$ cat src/rtl/bgm_track_sequencer.sv
// Background-music sequencer: picks a track from scene/boss, inserts a muted
// gap on every change, and steps the note address once per beat.
module bgm_track_sequencer #(
  parameter int unsigned BEAT_DIV    = 12500000,
  parameter int unsigned GAP_BEATS   = 2,
  parameter int unsigned LOOP_LEN    = 64,
  parameter int unsigned ONESHOT_LEN = 32
) (
  input  logic       clk,
  input  logic       rst,
  input  logic [1:0] scene,
  input  logic       boss,
  output logic [2:0] track_sel,
  output logic [7:0] note_idx,
  output logic       mute,
  output logic       beat_tick,
  output logic       song_done
);

  localparam int unsigned DW = $clog2(BEAT_DIV);
  localparam int unsigned GW = (GAP_BEATS > 1) ? $clog2(GAP_BEATS) : 1;

  localparam logic [DW-1:0] DIV_LAST     = DW'(BEAT_DIV - 1);
  localparam logic [GW-1:0] GAP_LAST     = GW'(GAP_BEATS - 1);
  localparam logic [7:0]    LOOP_LAST    = 8'(LOOP_LEN - 1);
  localparam logic [7:0]    ONESHOT_LAST = 8'(ONESHOT_LEN - 1);

  typedef enum logic [1:0] {
    S_GAP,
    S_PLAY,
    S_DONE
  } state_e;

  typedef enum logic [2:0] {
    TRK_START = 3'd0,
    TRK_GAME  = 3'd1,
    TRK_BOSS  = 3'd2,
    TRK_WIN   = 3'd3,
    TRK_LOSE  = 3'd4,
    TRK_NONE  = 3'd7
  } track_e;

  state_e          state_q, state_d;
  track_e          track_q, track_d;
  track_e          target;
  logic [7:0]      note_q,  note_d;
  logic            mute_q,  mute_d;
  logic [DW-1:0]   div_q,   div_d;
  logic [GW-1:0]   gap_q,   gap_d;
  logic            beat_q,  beat_d;
  logic            done_q,  done_d;
  logic            tick;
  logic            oneshot;

  always_comb begin
    target = TRK_NONE;
    unique case (scene)
      2'b00:   target = TRK_START;
      2'b01:   target = boss ? TRK_BOSS : TRK_GAME;
      2'b10:   target = TRK_WIN;
      default: target = TRK_LOSE;
    endcase
  end

  assign tick    = (div_q == DIV_LAST);
  assign oneshot = (track_q == TRK_WIN) || (track_q == TRK_LOSE);

  always_comb begin
    state_d = state_q;
    track_d = track_q;
    note_d  = note_q;
    mute_d  = mute_q;
    div_d   = tick ? '0 : div_q + 1'b1;
    gap_d   = gap_q;
    beat_d  = tick;
    done_d  = 1'b0;

    unique case (state_q)
      S_GAP: begin
        mute_d = 1'b1;
        note_d = '0;
        if (tick) begin
          if (gap_q == GAP_LAST) begin
            // Target is sampled only here, so changes during the gap never restart it.
            state_d = S_PLAY;
            track_d = target;
            mute_d  = 1'b0;
            gap_d   = '0;
          end else begin
            gap_d = gap_q + 1'b1;
          end
        end
      end

      S_PLAY: begin
        if (target != track_q) begin
          state_d = S_GAP;
          mute_d  = 1'b1;
          note_d  = '0;
          div_d   = '0;
          gap_d   = '0;
        end else if (tick) begin
          if (oneshot) begin
            if (note_q == ONESHOT_LAST) begin
              state_d = S_DONE;
              mute_d  = 1'b1;
              done_d  = 1'b1;
            end else begin
              note_d = note_q + 1'b1;
            end
          end else begin
            note_d = (note_q == LOOP_LAST) ? '0 : note_q + 1'b1;
          end
        end
      end

      default: begin
        if (target != track_q) begin
          state_d = S_GAP;
          mute_d  = 1'b1;
          note_d  = '0;
          div_d   = '0;
          gap_d   = '0;
        end
      end
    endcase
  end

  always_ff @(posedge clk or posedge rst) begin
    if (rst) begin
      state_q <= S_GAP;
      track_q <= TRK_NONE;
      note_q  <= '0;
      mute_q  <= 1'b1;
      div_q   <= '0;
      gap_q   <= '0;
      beat_q  <= 1'b0;
      done_q  <= 1'b0;
    end else begin
      state_q <= state_d;
      track_q <= track_d;
      note_q  <= note_d;
      mute_q  <= mute_d;
      div_q   <= div_d;
      gap_q   <= gap_d;
      beat_q  <= beat_d;
      done_q  <= done_d;
    end
  end

  assign track_sel = track_q;
  assign note_idx  = note_q;
  assign mute      = mute_q;
  assign beat_tick = beat_q;
  assign song_done = done_q;

endmodule

$ cat config.mk
export PLATFORM = sky130hd
export DESIGN_NAME = bgm_track_sequencer
export DESIGN_NICKNAME = d
export VERILOG_FILES = /design/src/rtl/bgm_track_sequencer.sv
export SDC_FILE = /design/constraint.sdc
export NUM_CORES = 1
export LEC_CHECK = 0
export ABC_CLOCK_PERIOD_IN_PS = 2300
export CELL_PAD_IN_SITES_DETAIL_PLACEMENT = 1
export CELL_PAD_IN_SITES_GLOBAL_PLACEMENT = 1
export CORE_UTILIZATION = 40
export DETAILED_ROUTE_END_ITERATION = 10
export PLACE_DENSITY = 0.82
export SLEW_MARGIN = 25
export SYNTH_ARGS = -nofsm -noshare
export SYNTH_HDL_FRONTEND = slang
export SYNTH_SLANG_ARGS = --single-unit
export TNS_END_PERCENT = 10
$ cat constraint.sdc
create_clock -name clk -period 2.3 [get_ports clk]
set_input_delay 0.46 -clock clk [delete_from_list [all_inputs] [get_ports clk]]
set_output_delay 0.46 -clock clk [all_outputs]
set_load 0.05 [all_outputs]
Word-level counts from Yosys, hierarchy flattened

Cells that the tools add are included.

Reduce and logical (&&, ||, !) cells: 10
Equality and inequality tests: 15
Mux-type cells: 37
Add/subtract/negate cells: 3

Operator list:

| kind                                                            | number |
|---|---|
| 24-bit 2-to-1 mux                                               | 3 |
| 8-bit 2-to-1 mux                                                | 6 |
| 24-bit by 1-bit adder with 24-bit output, second input constant | 1 |
| 24-bit == test, second input constant                           | 1 |
| 1-bit 2-to-1 mux                                                | 16 |
| 2-bit 2-to-1 mux                                                | 8 |
| 8-bit case mux with 2 select lines                              | 1 |
| 3-bit inequality test, second input constant                    | 3 |
| 3-bit case mux with 3 select lines                              | 1 |
| 8-bit by 1-bit adder with 8-bit output, second input constant   | 1 |
| 8-bit by 5-bit == test with 1-bit output, second input constant | 1 |
| 8-bit by 6-bit == test with 1-bit output, second input constant | 1 |
| 3-bit AND reduction                                             | 2 |
| 6-bit AND reduction                                             | 1 |
| 2-bit by 1-bit == test with 1-bit output, second input constant | 2 |
| 2-bit logical NOT                                               | 2 |
| 2-bit inequality test, second input constant                    | 2 |
| 4-bit inequality test, second input constant                    | 1 |
| 2-bit case mux with 2 select lines                              | 1 |
| 4-bit AND reduction                                             | 1 |
| 3-bit by 2-bit == test with 1-bit output, second input constant | 1 |
| 3-bit == test, second input constant                            | 1 |
| 3-bit inequality test                                           | 1 |
| 3-bit nonzero test                                              | 1 |
| 6 further kinds                                                 | 6 |

Bits of input ports: 5
Output and inout bits: 14
Register bits after elaboration: 41
Word-level logic and storage cells: 73

Logic depth before layout (Yosys ltp)

Depth after elaboration: 6
Depth in mapped cells: 8

Worst setup path before layout

Ideal clock, no wire load.

Path kind: register to register
Start: reg track_q[2], in the netlist track_sel[2]
End: reg note_q[5], in the netlist note_idx[5]
Period minus slack after synthesis: 2099 ps
Library setup time: 97 ps
Stages on the path, launching flop included: 6
Path buffers: 0
Setup slack: 201 ps
Arrival: 2002 ps
Data required time: 2203 ps
Cells stage by stage: dfstp_2 -> or3b_2 -> a41oi_1 -> nand3_1 -> a211o_1 -> o31ai_1

Longest elaborated chain between the ends: 6
Elaborated cells between the ends (all ways): 12
Classes of those cells: eq/ne: 5; mux: 4; reduce/logical: 3

RTL lines:

| what                                                                             | line | text |
|---|---|---|
| from (decl)                                                                      | 44   | `track_e track_q, track_d;` |
| from (signal assigned)                                                           | 141  | `track_q <= track_d;` |
| 3-bit by 2-bit == test with 1-bit output / 3-bit == test (equally long branches) | 66   | `assign oneshot = (track_q == TRK_WIN) \|\| (track_q == TRK_LOSE);` |
| 1-bit logical OR                                                                 | 66   |  |
| 8-bit 2-to-1 mux                                                                 | 103  | `if (oneshot) begin` |
| 8-bit 2-to-1 mux                                                                 | 102  | `end else if (tick) begin` |
| 8-bit 2-to-1 mux                                                                 | 96   | `if (target != track_q) begin` |
| 8-bit case mux with 2 select lines                                               | 78   | `unique case (state_q)` |
| to (signal assigned)                                                             | 142  | `note_q <= note_d;` |
| to (decl)                                                                        | 46   | `logic [7:0] note_q, note_d;` |

Several ways; a longest one is shown, not always the timed one. The select of a mux whose other input is x is not followed.
A chain may end at the register's enable or synchronous reset.

Final worst setup path

Start: reg track_q[1], in the netlist track_sel[1]
End: out track_sel[1]

RTL lines:

| what      | line | text |
|---|---|---|
| to (decl) | 13   | `output logic [2:0] track_sel,` |

No word-level cell between the ends.

==> qor.csv <==
stage;metric;value;unit
hold_path;hp-class;reg2reg;
sta;skew;0.006671;ns
grt;antenna_found_initial;0;
sta;rsz0062_at_grt;false;
sta;tns;0;ns
setup_path;crit_family;buffers and inverters;
setup_path;criticalPathCategory;reg2out;
detailed_routing;routed_via_density;5.604;
yosys;synth_cells;232;
yosys;synth_common_cells;dfrtp_1 (37), nor2_1 (33), nand3_1 (20);
yosys;synthTopCellsByArea;dfrtp_1 (42%), xnor2_1 (6.7%), nor2_1 (5.6%);
setup_path;cp.arrival;1.74;ns
cts;clkSinkCount;41;
setup_path;critPathMaxStageDelay;0.82;ns
cts;htree_num_levels;2;
floorplanning;dieArea;5829;µm²
run_status;status;complete, no violations;
yosys;async_reset_ff_share;100.0;%
grt;grt_pass1_vias;1864;
sta;fin_ws;0.09846;ns
detailed_routing;drtPass1Iterations;4;
sta;hold_viol;0;
yosys;synth_area;2211;µm²
setup_path;start_kind;flip-flop;
sta;relSlewSlack;64.52;%
detailed_routing;drtAntennaViolNets;0;
floorplanning;die-height;76.35;µm
setup_path;ff2ff_path_depth;6;
grt;grt-ovfl-total;0;
setup_path;path_buf_inv;1;
place;place.gp.congestion;0.8049;
sta;timing.final.crit_period;2.202;ns
detailed_routing;route.detailed.drc;0;
setup_path;cp_max_fo;10;
power_and_ir_drop;peakVddDrop;301.4;µV
sta;fin_crit_sh;95.72;%
sta;worst-slew-pin-transition;0.5321;ns
power_and_ir_drop;total_power;0.001695;W
yosys;yosysMostFrequentCell;dfrtp_1;
detailed_routing;drt_wl_total;5229;µm
sta;setup_viol;0;
place;dp_slack;-0.004970;ns
yosys;syn_nets;239;
grt;grt_max_degree;42;
yosys;yosys_warnings;0;
power_and_ir_drop;p_leak;1.074;nW
final_layout;fin_util;51.01;%
final_layout;fillers;608;
final_layout;synthToLayoutAreaGrowth;20.09;%
place;port_buffers;18;
yosys;synth.top_cell.area_share;41.88;%
floorplanning;die_w;76.35;µm
yosys;ys_ff_latch;41;
power_and_ir_drop;power_density;638.4;nW/µm²
floorplanning;ios;19;
yosys;synth_top_cell_by_area;dfrtp_1;
cts;postCtsResizedCells;0;
floorplanning;core-area;5205;µm²
yosys;avgSynthCellArea;9.530;µm²
cts;cts_buffers;5;
yosys;synth_seq_area_share;46.63;%
place;hpwl;3789;µm
cts;ctsHoldBuffers;0;
final_layout;regArea;1031;µm²
cts;cts-root-buf;clkbuf_8;
final_layout;multi_input_area;1100;µm²
cts;clk_latency;0.30;ns
yosys;synth_cell_type_count;44;
job;max-cap-violations;0;
setup_path;crit_chain;clkdlybuf4s50_1;
hold_path;min_path_cells;1;
cts;clockBufferDepth;2;
floorplanning;num_rows;26;
yosys;synth_edf_count;0;
cts;cts_tree;yes;
final_layout;finalNetCount;269;
grt;grtUsageTotal;19.32;%
final_layout;design_area;2655;µm²
setup_path;cpMaxStageDelayCell;clkdlybuf4s50_1;
grt;grt_pass1_wl;9011;µm
detailed_routing;routedWlPerCell;15.70;µm
cts;post_cts_buffers;0;
detailed_routing;first_iter_violations;68;
yosys;synth_ff_type;dfrtp_1;
sta;fmax;454.2;MHz
place;dpl_cell_area;2535;µm²
detailed_routing;num_vias;1866;
setup_path;path_depth;1;
setup_path;required;1.84;ns
final_layout;antenna-diode-count;0;
final_layout;drive_gt1_share;10.27;%
cts;clk_pin_slew_worst_paths;0.09;ns
floorplanning;initial_core_util;42.48;%
sta;slew_viol_final;0;
setup_path;endpoint_kind;output port;
report_power, final:
part | leakage (nW) | switching, W | internal, W
clock network | 0.0574 | 0.000270 | 0.000353
registers | 0.545 | 0.0000899 | 0.000789
logic | 0.471 | 0.000105 | 0.0000885
total | 1.07 | 0.000464 | 0.00123
sequential cells by signal, summed over array words and instances, names as in the netlist:
register and count:
beat_tick 1, div_q 24, song_done 1, note_idx 8, state_q 2, mute 1, track_sel 3, gap_q 1
layout by cell type (no fill, tap or decap), types with 2 or more instances in the layout:
master,n
nand3b_1,2
dfstp_2,4
nor2_1,33
clkdlybuf4s50_1,18
nor4_1,2
dfrtp_1,37
o211ai_1,3
a211o_1,2
nand3_1,20
o21ai_0,3
xor2_1,6
and4_1,8
o221ai_1,4
mux2i_1,2
nand4_1,8
clkbuf_8,6
and3_1,3
a31oi_1,2
or3_1,2
buf_4,8
o31ai_1,4
mux2_2,2
nor3b_1,2
and3b_1,2
ha_1,2
nand2_1,14
nor3_1,11
xnor2_1,17
inv_1,15
nand2b_1,2
a21oi_1,3
layout make-up:
class                      instances  area share [%]
clock inverter                     2           1.414
clock buffer                       6           3.110
timing repair buffer              27           9.802
multi-input combinational        172           41.42
tap                               70           3.299
inverter                          15           2.121
sequential                        41           38.83
metrics by stage:
stage	hold slack [ns]	instances
after global routing	0.5086	333
after CTS	0.4784	333
final	0.4830	333
after floorplan	0.4308	232
after global placement	0.4589	325
after detailed placement	0.4627	325
final timing paths:
path,startpoint,to,slack [ns]
setup reg to reg,div_q[0],note_idx[4],0.26
hold / removal,gap_q,mute,0.48
min in group asynchronous,rst,div_q[23],0.60
hold reg to reg,gap_q,mute,0.48
setup / recovery,track_sel[1],track_sel[1],0.1
max in group asynchronous,rst,track_sel[2],1.33
metal layers:
layer  track usage [%]  routed length, µm  vias to the layer above
met1             25.98               2635                      945
met5                 0                  0                        -
li1                  -                  -                      898
met4             6.346                 66                        0
met3             3.832                102                        5
met2             31.17               2425                       18
cells by family after synthesis:
group | Yosys count | share of synthesized area, %
adder cells (fa/ha/maj) | 2 | 1.132
buffers and inverters | 19 | 3.621
flip-flops | 41 | 46.63
XOR/XNOR | 23 | 9.111
AO/OA/AOI/OAI | 26 | 8.489
multiplexers | 4 | 1.924
AND/OR/NAND/NOR | 117 | 29.09
No activity file was read; power rests on OpenSTA's default activity.
